File: src/rtl/motion_anomaly_engine.sv
// motion_anomaly_engine: windowed motion classifier over NUM_CH signed channels.
// Each window of WIN_LEN accepted samples yields a saturating energy (sum of |x|),
// a saturating count of channel magnitudes above cfg_mag_thr, and a pattern/score.
// Running sums only; no sample storage. Single-shot or back-to-back windows.
// Optional build macro: MOTION_PEAK_EN adds per-window peak magnitude tracking;
// without it peak_mag is tied to 0 and the port list is unchanged.
module motion_anomaly_engine #(
  parameter int NUM_CH  = 3,
  parameter int DW      = 16,
  parameter int WIN_LEN = 100,
  parameter int ACC_W   = 32
) (
  input  logic                 clk,
  input  logic                 rst,
  input  logic                 start,
  input  logic                 continuous,
  input  logic                 abort,
  input  logic                 s_valid,
  output logic                 s_ready,
  input  logic [NUM_CH*DW-1:0] s_data,
  input  logic [DW-1:0]        cfg_mag_thr,
  input  logic [ACC_W-1:0]     cfg_energy_thr,
  input  logic [ACC_W-1:0]     cfg_var_thr,
  output logic [1:0]           motion_pattern,
  output logic [7:0]           anomaly_score,
  output logic [ACC_W-1:0]     energy_out,
  output logic [ACC_W-1:0]     var_out,
  output logic [DW:0]          peak_mag,
  output logic                 done,
  output logic                 busy
);

  typedef enum logic [1:0] {S_IDLE, S_COLLECT, S_CLASSIFY, S_RESULT} state_t;

  localparam int MAG_W = DW + 1;
  localparam int CNT_W = $clog2(NUM_CH + 1);
  localparam int SUM_W = MAG_W + CNT_W;
  // One bit wider than either addend so an overflow is visible before clamping.
  localparam int EXT_W = ((ACC_W > SUM_W) ? ACC_W : SUM_W) + 1;
  localparam int IDX_W = $clog2(WIN_LEN);
  localparam logic [IDX_W-1:0] LAST_IDX = IDX_W'(WIN_LEN - 1);
  localparam logic [EXT_W-1:0] SAT_EXT  = {{(EXT_W - ACC_W){1'b0}}, {ACC_W{1'b1}}};

  state_t             state_q;
  logic [IDX_W-1:0]   idx_q;
  logic               cont_q;
  logic [ACC_W-1:0]   acc_e_q, acc_v_q;
  logic [ACC_W-1:0]   acc_e_d, acc_v_d;
  logic [ACC_W-1:0]   energy_out_q, var_out_q;
  logic [1:0]         pattern_q;
  logic [7:0]         score_q;
  logic               done_q, busy_q;
  logic [SUM_W-1:0]   samp_sum;
  logic [CNT_W-1:0]   samp_cnt;
  logic [EXT_W-1:0]   e_sum_ext, v_sum_ext;
  logic               accept, win_clear;
`ifdef MOTION_PEAK_EN
  logic [MAG_W-1:0]   samp_peak;
  logic [MAG_W-1:0]   peak_q, peak_mag_q;
`endif

  // |x| in DW+1 bits so the most negative code maps to 2^(DW-1) without overflow.
  function automatic logic [MAG_W-1:0] abs_mag(input logic [DW-1:0] x);
    logic [MAG_W-1:0] ext;
    ext = {x[DW-1], x};
    return x[DW-1] ? (~ext + MAG_W'(1)) : ext;
  endfunction

  assign s_ready   = (state_q == S_COLLECT);
  assign accept    = s_valid && s_ready;
  assign win_clear = ((state_q == S_IDLE) && start) || ((state_q == S_RESULT) && cont_q);

  // Per-sample statistics across all channels of the current input word.
  always_comb begin : sample_stats
    logic [MAG_W-1:0] m;
    // NOTE: every variable gets a default before any branch so no latch is inferred.
    m        = '0;
    samp_sum = '0;
    samp_cnt = '0;
`ifdef MOTION_PEAK_EN
    samp_peak = '0;
`endif
    for (int c = 0; c < NUM_CH; c++) begin
      m        = abs_mag(s_data[c*DW +: DW]);
      samp_sum = samp_sum + SUM_W'(m);
      if (m > {1'b0, cfg_mag_thr}) samp_cnt = samp_cnt + CNT_W'(1);
`ifdef MOTION_PEAK_EN
      if (m > samp_peak) samp_peak = m;
`endif
    end
  end

  // Saturating next values of the window accumulators.
  always_comb begin
    e_sum_ext = EXT_W'(acc_e_q) + EXT_W'(samp_sum);
    v_sum_ext = EXT_W'(acc_v_q) + EXT_W'(samp_cnt);
    acc_e_d   = (e_sum_ext > SAT_EXT) ? '1 : e_sum_ext[ACC_W-1:0];
    acc_v_d   = (v_sum_ext > SAT_EXT) ? '1 : v_sum_ext[ACC_W-1:0];
  end

  // Window FSM with accumulators and registered result outputs; abort yields only to rst.
  always_ff @(posedge clk) begin
    // NOTE: state registers use non-blocking assignments so every read sees the pre-edge value.
    if (rst) begin
      state_q      <= S_IDLE;
      idx_q        <= '0;
      cont_q       <= 1'b0;
      acc_e_q      <= '0;
      acc_v_q      <= '0;
      energy_out_q <= '0;
      var_out_q    <= '0;
      pattern_q    <= 2'd0;
      score_q      <= 8'd0;
      done_q       <= 1'b0;
      busy_q       <= 1'b0;
    end else begin
      done_q <= 1'b0;
      if (abort) begin
        state_q <= S_IDLE;
        busy_q  <= 1'b0;
      end else begin
        if (win_clear) begin
          acc_e_q <= '0;
          acc_v_q <= '0;
          idx_q   <= '0;
        end
        case (state_q)
          S_IDLE: if (start) begin
            state_q <= S_COLLECT;
            busy_q  <= 1'b1;
            cont_q  <= continuous;
          end
          S_COLLECT: if (accept) begin
            acc_e_q <= acc_e_d;
            acc_v_q <= acc_v_d;
            idx_q   <= idx_q + IDX_W'(1);
            if (idx_q == LAST_IDX) state_q <= S_CLASSIFY;
          end
          S_CLASSIFY: begin
            energy_out_q <= acc_e_q;
            var_out_q    <= acc_v_q;
            if (acc_e_q > cfg_energy_thr) begin
              pattern_q <= 2'd3;
              score_q   <= 8'd95;
            end else if (acc_v_q > cfg_var_thr) begin
              pattern_q <= 2'd2;
              score_q   <= 8'd70;
            end else begin
              pattern_q <= 2'd1;
              score_q   <= 8'd20;
            end
            done_q  <= 1'b1;
            state_q <= S_RESULT;
          end
          S_RESULT: begin
            if (cont_q) begin
              state_q <= S_COLLECT;
            end else begin
              state_q <= S_IDLE;
              busy_q  <= 1'b0;
            end
          end
        endcase
      end
    end
  end

`ifdef MOTION_PEAK_EN
  // Peak magnitude over the accepted samples of the window, published in CLASSIFY.
  always_ff @(posedge clk) begin
    if (rst) begin
      peak_q     <= '0;
      peak_mag_q <= '0;
    end else if (!abort) begin
      if (win_clear) begin
        peak_q <= '0;
      end else if (accept && (samp_peak > peak_q)) begin
        peak_q <= samp_peak;
      end
      if (state_q == S_CLASSIFY) peak_mag_q <= peak_q;
    end
  end
  assign peak_mag = peak_mag_q;
`else
  assign peak_mag = '0;
`endif

  assign motion_pattern = pattern_q;
  assign anomaly_score  = score_q;
  assign energy_out     = energy_out_q;
  assign var_out        = var_out_q;
  assign done           = done_q;
  assign busy           = busy_q;

endmodule

File: config.mk
export PLATFORM = sky130hd
export DESIGN_NAME = motion_anomaly_engine
export DESIGN_NICKNAME = d
export VERILOG_FILES = /design/src/rtl/motion_anomaly_engine.sv
export SDC_FILE = /design/constraint.sdc
export NUM_CORES = 1
export LEC_CHECK = 0
export CAP_MARGIN = 25
export CELL_PAD_IN_SITES_DETAIL_PLACEMENT = 0
export CELL_PAD_IN_SITES_GLOBAL_PLACEMENT = 2
export CORE_MARGIN = 2
export CORE_UTILIZATION = 33
export CTS_CLUSTER_SIZE = 40
export DETAILED_ROUTE_END_ITERATION = 8
export PLACE_DENSITY_LB_ADDON = 0.1
export SYNTH_ARGS = -nofsm -noshare
export SYNTH_HDL_FRONTEND = slang
export SYNTH_SLANG_ARGS = --single-unit
export TNS_END_PERCENT = 30
File: constraint.sdc
create_clock -name clk -period 11.9 [get_ports clk]
set_input_delay 2.38 -clock clk [delete_from_list [all_inputs] [get_ports clk]]
set_output_delay 2.38 -clock clk [all_outputs]
set_load 0.01 [all_outputs]
==> flow_summary.toml <==
[outcome]
outcome = "completed"

[clocking]
htreeDepth = 4
holdBufCountCts = 0
cts_sinks = 144
tritoncts = "built"
clk_pin_slew_ns = 0.06
postCtsSetupBuffers = 0
clock_path_buffers = 2
cts_buffers = 17
clock_latency_ns = 0.43
clockRootBuffer = "clkbuf_16"
ctsResizeCount = 0

[power]
power.density_mw_per_mm2 = 108.3
p_sw_frac = 0.3360
pwr-share-comb = 0.352
finalPower_mw = 1.615
ir_drop_uv = 83.77
power_switching_uw = 542.7
power.share.sequential = 0.303
power_frac_clock = 0.344
p_int_mw = 1.072
p_leak_nw = 6.320

[synth]
synth_largest_area_cell = "dfxtp_1"
synth-seq-cells = 144
yosys-top-cells-area = "dfxtp_1 24%, ha_1 15%, nand2_1 7.1%, a21oi_1 6.1%, fa_1 5.9%"
ys_types = 70
async_reset_ff_frac = 0
syn_avg_cell_area_um2 = 7.604
synth-edff-count = 0
synth_area_mm2 = 0.01185
ys_seq_area_frac = 0.2433
synth_top_flop_cell = "dfxtp_1"
ys_warn_count = 0
syn_inst = 1558
synth_top_cell_area_share = 0.2433

[worst_setup_path]
reg2reg_from = "acc_e_q[1]$_SDFFE_PP0N_"
cp-start-kind = "primary input"
r2r_slack_ns = 7.61
cp.required_ns = 12.26
r2r_end = "acc_e_q[25]$_SDFFE_PP0N_"
worstSetupPathType = "in2reg"
cp_max_fo = 21
r2r_cells = 13
cp.arrival_ns = 9.44
end_kind = "flip-flop"

[route]
routedWlPerCell_um = 17.01
drc = 0
drt.antenna.violating_nets = 0
drtPass1Iterations = 5
vias_per_cell = 5.059
drtIter0Drc = 620
routed_wl_um = 37630
vias = 11190

[finish]
insertedDiodeCount = 0
regArea_mm2 = 0.002883
nets = 2052
fillers = 3721
final_cells = 2212
final_layout_size_suffix_gt1_frac = 0.03598
multi_input_area_mm2 = 0.007980
area_growth_pct = 25.91

[run]
cap_viol_max_count = 0

[hold_path]
holdPathStages = 2
hold_start = "energy_out[24]$_SDFFE_PP0P_"
hold_path_class = "reg2reg"
hold_end = "energy_out[24]$_SDFFE_PP0P_"

[floorplan]
fp.dieW_um = 193.5
row_count = 69
initial_core_util = 0.3339
core-area_mm2 = 0.03548
die_y_um = 193.5
ioPinCount = 228
die_area_mm2 = 0.03743

[global_route]
grt_pass1_wl_um = 59880
track_usage = 0.2002
grt_overflow = 0
grt_pass1_vias = 10920
grt_antenna_before_repair = 0
grt_max_degree = 68

[place]
io_buffers = 208
dp.cells = 2180
dpl.hpwl_um = 30060
gp_congestion = 0.8609

[sta]
drv_slew = 0
fmax_ghz = 0.1102
rsz0062_at_grt = "no"
worst_clock_skew_ns = 0.01095
setup_tns_ns = 0
setup_violations = 0
hold_viol_final = 0
slew_headroom = 0.3570
tightest_slew_ns = 0.9634
period_needed_ns = 9.078
fin_crit_sh = 0.7629
-- area by class of cell --
| type | count | share of cell area |
|---|---|---|
| multi-input combinational | 1172 | 0.5350 |
| sequential | 144 | 0.1933 |
| timing repair buffer | 218 | 0.1463 |
| inverter | 186 | 0.04681 |
| tap | 461 | 0.03867 |
| clock buffer | 20 | 0.03062 |
| clock inverter | 11 | 0.009311 |
-- sequential cells by signal, indices dropped and copies added (netlist names) --
name,cells
acc_e_q,32
acc_v_q,32
energy_out,32
var_out,32
idx_q,7
anomaly_score,3
state_q,2
busy,1
cont_q,1
done,1
motion_pattern,1
-- worst max-delay path by stage --
| stage | start | endpoint |
|---|---|---|
| floorplan | s_data[6] | acc_v_q[30]$_SDFFE_PP0N_ |
| global placement | s_data[4] | acc_v_q[20]$_SDFFE_PP0N_ |
| detailed placement | s_data[4] | acc_v_q[11]$_SDFFE_PP0N_ |
| CTS | s_data[4] | acc_v_q[11]$_SDFFE_PP0N_ |
| global route | s_data[4] | acc_v_q[11]$_SDFFE_PP0N_ |
| finish | s_data[4] | acc_v_q[11]$_SDFFE_PP0N_ |
-- power by group through the flow --
stage / Clock [mW] / Combinational [mW] / Sequential (mW)
after floorplan: 0 / 0.404 / 0.499
after global placement: 0 / 0.567 / 0.500
after detailed placement: 0 / 0.567 / 0.500
after CTS: 0.573 / 0.571 / 0.490
after global routing: 0.595 / 0.644 / 0.490
final: 0.556 / 0.569 / 0.490
-- synthesized netlist by cell type (7+ instances only) --
master	count
o21a_1	15
o21ai_0	114
fa_1	35
nor2b_1	16
a21oi_1	144
buf_1	8
buf_4	23
nand3_1	40
and3_1	13
a21o_1	31
nand2b_1	14
nor2_1	81
inv_1	186
a31oi_1	17
a211oi_1	18
nand4_1	25
clkbuf_1	44
dfxtp_1	144
or3_1	13
ha_1	144
nor4_1	7
nor3_1	29
o211ai_1	8
xor2_1	16
or4_1	7
xnor2_1	37
o31ai_1	14
nand2_1	223
and2_1	7
-- routing by layer --
metal	track usage	vias to the layer above	part of all wire	routed length, µm
met3	0.02772	27	0.030	1124
met5	0	-	0	0
met1	0.2593	5251	0.47	17580
met2	0.3491	199	0.49	18350
li1	-	5714	-	-
met4	0.05146	0	0.015	569
-- worst max-delay path: stages --
cell and delay (ns):
clkdlybuf4s50_1 0.47, or4_4 0.55, or3_4 0.36, or4_4 0.53, nand2_1 0.10, xnor2_1 0.18
ha_1 0.30, nand4_1 0.13, nor2_1 0.07, o21ai_0 0.07, a31oi_1 0.06, o41a_1 0.43
o21a_1 0.19, ha_1 0.30, xnor2_1 0.32, ha_1 0.26, inv_1 0.06, fa_1 0.42
nand3b_1 0.21, nor4_2 0.60, nand4_1 0.24, nor2_2 0.80, o21ai_0 0.22, a21oi_1 0.17
-- cell usage in the layout, fill, tap and decap left out, types with 16 or more instances in the layout --
master,n
a31oi_1,17
nor3_1,29
nand3_1,40
nand4_1,25
dfxtp_1,144
nand2_1,223
xor2_1,16
ha_1,144
inv_1,186
fa_1,35
conb_1,22
xnor2_1,37
o21ai_0,114
a21oi_1,144
a21o_1,31
clkdlybuf4s50_1,207
nor2_1,79
a211oi_1,18
clkbuf_16,17
-- cell families after synthesis --
family,synth area share
AND/OR/NAND/NOR,0.2001
AO/OA/AOI/OAI,0.2136
buffers and inverters,0.09136
adder cells (fa/ha/maj),0.2112
flip-flops,0.2433
XOR/XNOR,0.03918
other,0.0003166
multiplexers,0.0008450
-- stage by stage --
stage	hold WS (ns)	worst slack (ns)	utilization	cell area [µm²]
floorplan	0.4479	3.923	-	11930
global placement	0.4438	2.543	0.4022	14270
global route	0.4720	2.340	0.4204	14920
finish	0.4529	2.822	0.4204	14920
CTS	0.4555	2.843	0.4200	14900
detailed placement	0.4467	2.380	0.4033	14310
(Power assumes the default switching activity.)
